`config.mk`:
```
export PLATFORM = sky130hd
export DESIGN_NAME = sensor_ultrassom_arbitro
export DESIGN_NICKNAME = d
export VERILOG_FILES = /design/src/rtl/sensor_ultrassom_arbitro.sv
export SDC_FILE = /design/constraint.sdc
export NUM_CORES = 1
export LEC_CHECK = 0
export CAP_MARGIN = 40
export CORE_MARGIN = 4
export CORE_UTILIZATION = 55
export CTS_CLUSTER_DIAMETER = 40
export DETAILED_ROUTE_END_ITERATION = 16
export GPL_TIMING_DRIVEN = 0
export PLACE_DENSITY_LB_ADDON = 0.1
export SLEW_MARGIN = 20
export SYNTH_ARGS = -nofsm -noshare
export SYNTH_HDL_FRONTEND = slang
export SYNTH_SLANG_ARGS = --single-unit
```
`constraint.sdc`:
```
create_clock -name clock -period 3.3 [get_ports clock]
set_clock_uncertainty 0.15 [all_clocks]
set_input_delay 0.99 -clock clock [delete_from_list [all_inputs] [get_ports clock]]
set_output_delay 0.99 -clock clock [all_outputs]
set_load 0.05 [all_outputs]
```
`src/rtl/sensor_ultrassom_arbitro.sv`:
```
// Round-robin arbiter that shares one ultrasonic trigger/echo engine between the water and cup sensors.
// Defining SENSOR_ARB_PRIORIDADE_XICARA_EN replaces round-robin with fixed priority for the cup sensor.
module sensor_ultrassom_arbitro #(
    parameter int TRIG_CYCLES    = 500,
    parameter int TIMEOUT_CYCLES = 1500000,
    parameter int GAP_CYCLES     = 3000000,
    parameter int W              = 22
) (
    input  logic         clock,
    input  logic         reset,
    input  logic         req_agua,
    input  logic         req_xicara,
    input  logic         echo_agua,
    input  logic         echo_xicara,
    output logic         trigger_agua,
    output logic         trigger_xicara,
    output logic         pronto_agua,
    output logic         pronto_xicara,
    output logic         timeout_agua,
    output logic         timeout_xicara,
    output logic [W-1:0] largura,
    output logic         ocupado
);

    typedef enum logic [2:0] {
        OCIOSO,
        TRIGGER,
        ESPERA_ECHO,
        MEDE,
        INTERVALO
    } estado_t;

    localparam logic [W-1:0] TRIG_FIM    = W'(TRIG_CYCLES - 1);
    localparam logic [W-1:0] ESPERA_FIM  = W'(TIMEOUT_CYCLES - 1);
    localparam logic [W-1:0] MEDE_FIM    = W'(TIMEOUT_CYCLES);
    localparam logic [W-1:0] GAP_FIM     = W'(GAP_CYCLES - 1);

    estado_t        estado;
    estado_t        prox_estado;
    logic [W-1:0]   cnt;
    logic           echo_agua_meta;
    logic           echo_agua_sync;
    logic           echo_xicara_meta;
    logic           echo_xicara_sync;
    logic           pend_agua;
    logic           pend_xicara;
    logic           ultimo;
    logic           sel;
    logic           escolha;
    logic           echo_sel;
    logic           grant;
    logic           fim_pronto;
    logic           fim_timeout;

    // escolha: 0 = agua, 1 = xicara; ultimo starts at xicara so agua wins the first tie
`ifdef SENSOR_ARB_PRIORIDADE_XICARA_EN
    assign escolha = pend_xicara;
`else
    assign escolha = (pend_agua && pend_xicara) ? ~ultimo : pend_xicara;
`endif

    assign echo_sel = sel ? echo_xicara_sync : echo_agua_sync;

    always_ff @(posedge clock) begin
        if (reset) begin
            estado <= OCIOSO;
        end else begin
            estado <= prox_estado;
        end
    end

    always_comb begin
        prox_estado = estado;
        grant       = 1'b0;
        fim_pronto  = 1'b0;
        fim_timeout = 1'b0;
        case (estado)
            OCIOSO: begin
                if (pend_agua || pend_xicara) begin
                    grant       = 1'b1;
                    prox_estado = TRIGGER;
                end
            end
            TRIGGER: begin
                if (cnt == TRIG_FIM) begin
                    prox_estado = ESPERA_ECHO;
                end
            end
            ESPERA_ECHO: begin
                if (echo_sel) begin
                    prox_estado = MEDE;
                end else if (cnt == ESPERA_FIM) begin
                    fim_timeout = 1'b1;
                    prox_estado = INTERVALO;
                end
            end
            MEDE: begin
                if (!echo_sel) begin
                    fim_pronto  = 1'b1;
                    prox_estado = INTERVALO;
                end else if (cnt >= MEDE_FIM) begin
                    fim_timeout = 1'b1;
                    prox_estado = INTERVALO;
                end
            end
            INTERVALO: begin
                if (cnt == GAP_FIM) begin
                    prox_estado = OCIOSO;
                end
            end
            default: prox_estado = OCIOSO;
        endcase
    end

    always_comb begin
        trigger_agua   = (estado == TRIGGER) && !sel;
        trigger_xicara = (estado == TRIGGER) && sel;
        ocupado        = (estado != OCIOSO);
    end

    // A req on the grant cycle re-arms its own pending bit, so set wins over clear
    always_ff @(posedge clock) begin
        if (reset) begin
            echo_agua_meta   <= 1'b0;
            echo_agua_sync   <= 1'b0;
            echo_xicara_meta <= 1'b0;
            echo_xicara_sync <= 1'b0;
            pend_agua        <= 1'b0;
            pend_xicara      <= 1'b0;
            ultimo           <= 1'b1;
            sel              <= 1'b0;
            cnt              <= '0;
            largura          <= '0;
            pronto_agua      <= 1'b0;
            pronto_xicara    <= 1'b0;
            timeout_agua     <= 1'b0;
            timeout_xicara   <= 1'b0;
        end else begin
            echo_agua_meta   <= echo_agua;
            echo_agua_sync   <= echo_agua_meta;
            echo_xicara_meta <= echo_xicara;
            echo_xicara_sync <= echo_xicara_meta;
            pend_agua        <= req_agua | (pend_agua & ~(grant & ~escolha));
            pend_xicara      <= req_xicara | (pend_xicara & ~(grant & escolha));
            pronto_agua      <= fim_pronto & ~sel;
            pronto_xicara    <= fim_pronto & sel;
            timeout_agua     <= fim_timeout & ~sel;
            timeout_xicara   <= fim_timeout & sel;
            if (grant) begin
                sel    <= escolha;
                ultimo <= escolha;
            end
            if (fim_pronto) begin
                largura <= cnt;
            end
            if (estado != prox_estado) begin
                cnt <= (prox_estado == MEDE) ? W'(1) : '0;
            end else if (estado != OCIOSO && cnt != '1) begin
                cnt <= cnt + 1'b1;
            end
        end
    end

endmodule

```
==> summary.md <==
| Metric | Value |
|---|---|
| Switch Pwr | `0.000379 W` |
| Count leader, synth | `nand2_1` |
| Clock slew at reported path FFs | `70 ps` |
| Final setup violation count | `0` |
| Port bufs | `34` |
| WS Path Type | `reg2reg` |
| Final Power | `0.00143 W` |
| First-pass GRT wire length | `12.2 mm` |
| Total grt overflow | `0` |
| RSZ-0062 raised after global routing | `no` |
| Final #Nets | `395` |
| Adder-Cell Fraction of Synth Area | `0.00884` |
| Post-Synth Simple-Gate Area | `0.294` |
| Synth warnings | `0` |
| Hpwl dp | `5.14 mm` |
| Met3 GRT Util | `0.0711` |
| Max Fanout on Critical Path | `10` |
| DRT antenna net count | `0` |
| # IOs | `35` |
| Reg power frac | `0.509` |
| Worst Path Required | `3360 ps` |
| Post-synthesis mux area share | `0.0190` |
| Family with the most delay on the worst path | `compound AO/OA/AOI/OAI gates` |
| Fill count | `417` |
| Finished Layout Cells | `458` |
| Fin crit share | `0.950` |
| Top FF cell, synth | `dfxtp_1` |
| Initial detailed-routing violation count | `206` |
| Reg2reg path depth | `9` |
| Sum Neg Setup Slack | `0 ps` |
| Dpl cells | `443` |
| Clk sink count | `59` |
| Status | `finished, final reports clean` |
| TritonCTS Buffers | `9` |
| Placer Congestion | `0.887` |
| Clock power share | `0.400` |
| Vias per Instance | `5.84` |
| Slowest cell on crit path | `a2111o_1` |
| Setup crit end kind | `register` |
| Ant. Diodes | `0` |
| Final hold slack | `295 ps` |
| CP Launch Point | `cnt[12]$_SDFFE_PP0P_` |
| Sw Ratio | `0.265` |
| Die W | `79.7 um` |
| XOR/XNOR Fraction of Synth Area | `0.0155` |
| Slew Viols, Final | `0` |
| Synth cell types | `55` |
| Critical path cell sequence | `clkbuf_1, nor3_2, o21ai_0, a2111o_1, a211oi_4, mux2_4, buf_2, o311ai_0, o41ai_2` |
| Initial antenna violation count | `0` |
| Critical path depth in cells | `9` |
| Post-Syn Area | `2830 um^2` |
| Syn-to-layout area delta | `20.9%` |
| Tightest Hold Check Type | `reg2reg` |
| H-tree Lvls | `3` |
| CTS tree | `yes` |
| Number of global-route vias before repair | `2558` |
| Number of synthesized flops with an enable pin | `0` |
| Yosys top cell area share | `0.417` |
| Root Driver | `clkbuf_8` |
| Gate Count Post-Synth | `342` |
| Post-synthesis average cell area | `8.28 um^2` |
| Worst vdd ir | `0.312 mV` |
| Cell Pwr Density | `419 nW/um^2` |
| Via count | `2673` |
| Clock latency on the worst-skew pair | `340 ps` |
| Reg2Reg Setup Slack | `160 ps` |
| Post-synth top area cell | `dfxtp_1` |
| Complex-gate fraction of the synthesized area | `0.183` |
| Synth async-reset ratio | `0` |
| WP data arrival | `3200 ps` |
| Min-delay src | `echo_xicara_meta$_SDFF_PP0_` |
| Worst-Margin Slew | `745 ps` |
| Worst Hold Path EP | `echo_xicara_sync$_SDFF_PP0_` |
| Remaining DRCs | `0` |
| Clock Path Buffers | `2` |
| Seq cells post-synth | `59` |
| Internal power | `0.00105 W` |
| Worst reg2reg path startpoint | `cnt[12]$_SDFFE_PP0P_` |
| 1st-pass router iterations | `4` |
| Chip height | `79.7 um` |
| Relative slew slack | `0.497` |
| Syn_nets | `350` |
| R2R Path End | `cnt[15]$_SDFFE_PP0P_` |
| Min-Delay Path Depth | `1` |
| Register area share after synthesis | `0.417` |
| Core area | `4850 um^2` |
| Top Registers | `cnt (22), largura (22), estado (3)` |
| Layout cells sized above 1 | `0.120` |
| Fmax | `0.319 GHz` |
| M1 GR Usage | `0.327` |
| WP buf/inv | `2` |
| Max cap viols | `0` |
| Starting Density | `0.584` |
| Largest net degree at the start of global routing | `11` |
| Fin crit period | `3140 ps` |
| GRT met2 Usage | `0.382` |
| Routed wire length | `7.06 mm` |
| Largest family of logic cells by synthesized area | `simple AND/OR/NAND/NOR gates` |
| Logic pwr share | `0.091` |
| Final hold violation count | `0` |
| Grt peak-use layer | `met2` |
| Num rows | `25` |
| Post-synth top cells | `nand2_1 (64), dfxtp_1 (59), a21oi_1 (40), nor2_1 (19), nand3_1 (12)` |
| Routed wire length per instance | `15.4 um` |
| Startpoint types | `register` |
| Die ar. | `6360 um^2` |
| Largest cells by area after synthesis | `dfxtp_1 (42%), nand2_1 (8.5%), a21oi_1 (7.1%)` |
| Leak pwr | `1.15 nW` |
| All-Layer GR Usage | `0.247` |
| CP max stage delay | `490 ps` |
-- metal layers --
layer  up-vias  share of wire
met5         -              0
met4         0          0.014
met3        13          0.055
met2        76           0.48
met1      1265           0.45
li1       1319              -
-- cell usage in the layout (no fill, tap or decap), types with 10 or more instances in the layout --
| cell type | Yosys | routed |
|---|---|---|
| dfxtp_1 | 59 | 59 |
| clkdlybuf4s50_1 | 0 | 32 |
| nand3_1 | 12 | 12 |
| nor2_1 | 19 | 19 |
| clkbuf_1 | 10 | 10 |
| nand2_1 | 64 | 64 |
| clkbuf_8 | 0 | 10 |
| a21oi_1 | 40 | 40 |
-- per-stage QoR --
step           utilization  cell area (um^2)  worst slack, ps
2_1_floorplan            -              2830              150
3_3_place_gp         0.671              3250              106
3_5_place_dp         0.671              3250             91.5
4_1_cts              0.706              3420             2.36
5_1_grt              0.706              3420             1.37
6_report             0.706              3420              165
-- how the worst max path moves through the flow --
stage / end / slack [ps]
2_1_floorplan: trigger_agua / 150
3_3_place_gp: trigger_agua / 110
3_5_place_dp: trigger_agua / 90
4_1_cts: trigger_agua / 2
5_1_grt: trigger_agua / 1
6_report: cnt[15]$_SDFFE_PP0P_ / 160
-- power by group through the flow --
stage	clock (W)	combinational, W	sequential [W]
after floorplan	0	0.0000969	0.000742
after global placement	0	0.000129	0.000745
after detailed placement	0	0.000131	0.000745
after CTS	0.000578	0.000130	0.000729
after global routing	0.000620	0.000142	0.000730
final	0.000573	0.000131	0.000730
-- worst reg2reg max path, stage by stage, from the launching register on --
cell and delay [ps]:
dfxtp_1 300, clkbuf_1 200, nor3_2 210, o21ai_0 230, a2111o_1 490, a211oi_4 330, mux2_4 360, buf_2 200
o311ai_0 420, o41ai_2 140
-- logic make-up (layout without fill, tap and decap cells) --
| kind of cell | after synthesis | after routing |
|---|---|---|
| AOI/OAI and AO/OA | 79 | 79 |
| xor gates and xnor gates | 5 | 5 |
| adders and majority gates | 2 | 2 |
| buffers and inverters | 33 | 82 |
| DFF | 59 | 59 |
| muxes | 4 | 4 |
| and+or+nand+nor | 160 | 160 |
-- area by class of cell --
type / count / area, um^2 / share of cell area
Sequential cell: 59 / 1180 / 0.345
Clock inverter: 5 / 30.0 / 0.00878
Multi-Input combinational cell: 250 / 1480 / 0.433
Inverter: 8 / 30.0 / 0.00878
Clock buffer: 10 / 138 / 0.0402
Tap cell: 67 / 83.8 / 0.0245
Buffer: 25 / 146 / 0.0428
Timing Repair Buffer: 34 / 330 / 0.0965
-- timing repair --
action                                  in CTS  in global routing
hold buffers                                 0                  0
buffers inserted                             0                  0
endpoints found under the setup margin       3                 15
resized for setup                            5                  4
No activity file was read; power rests on OpenSTA's default activity.
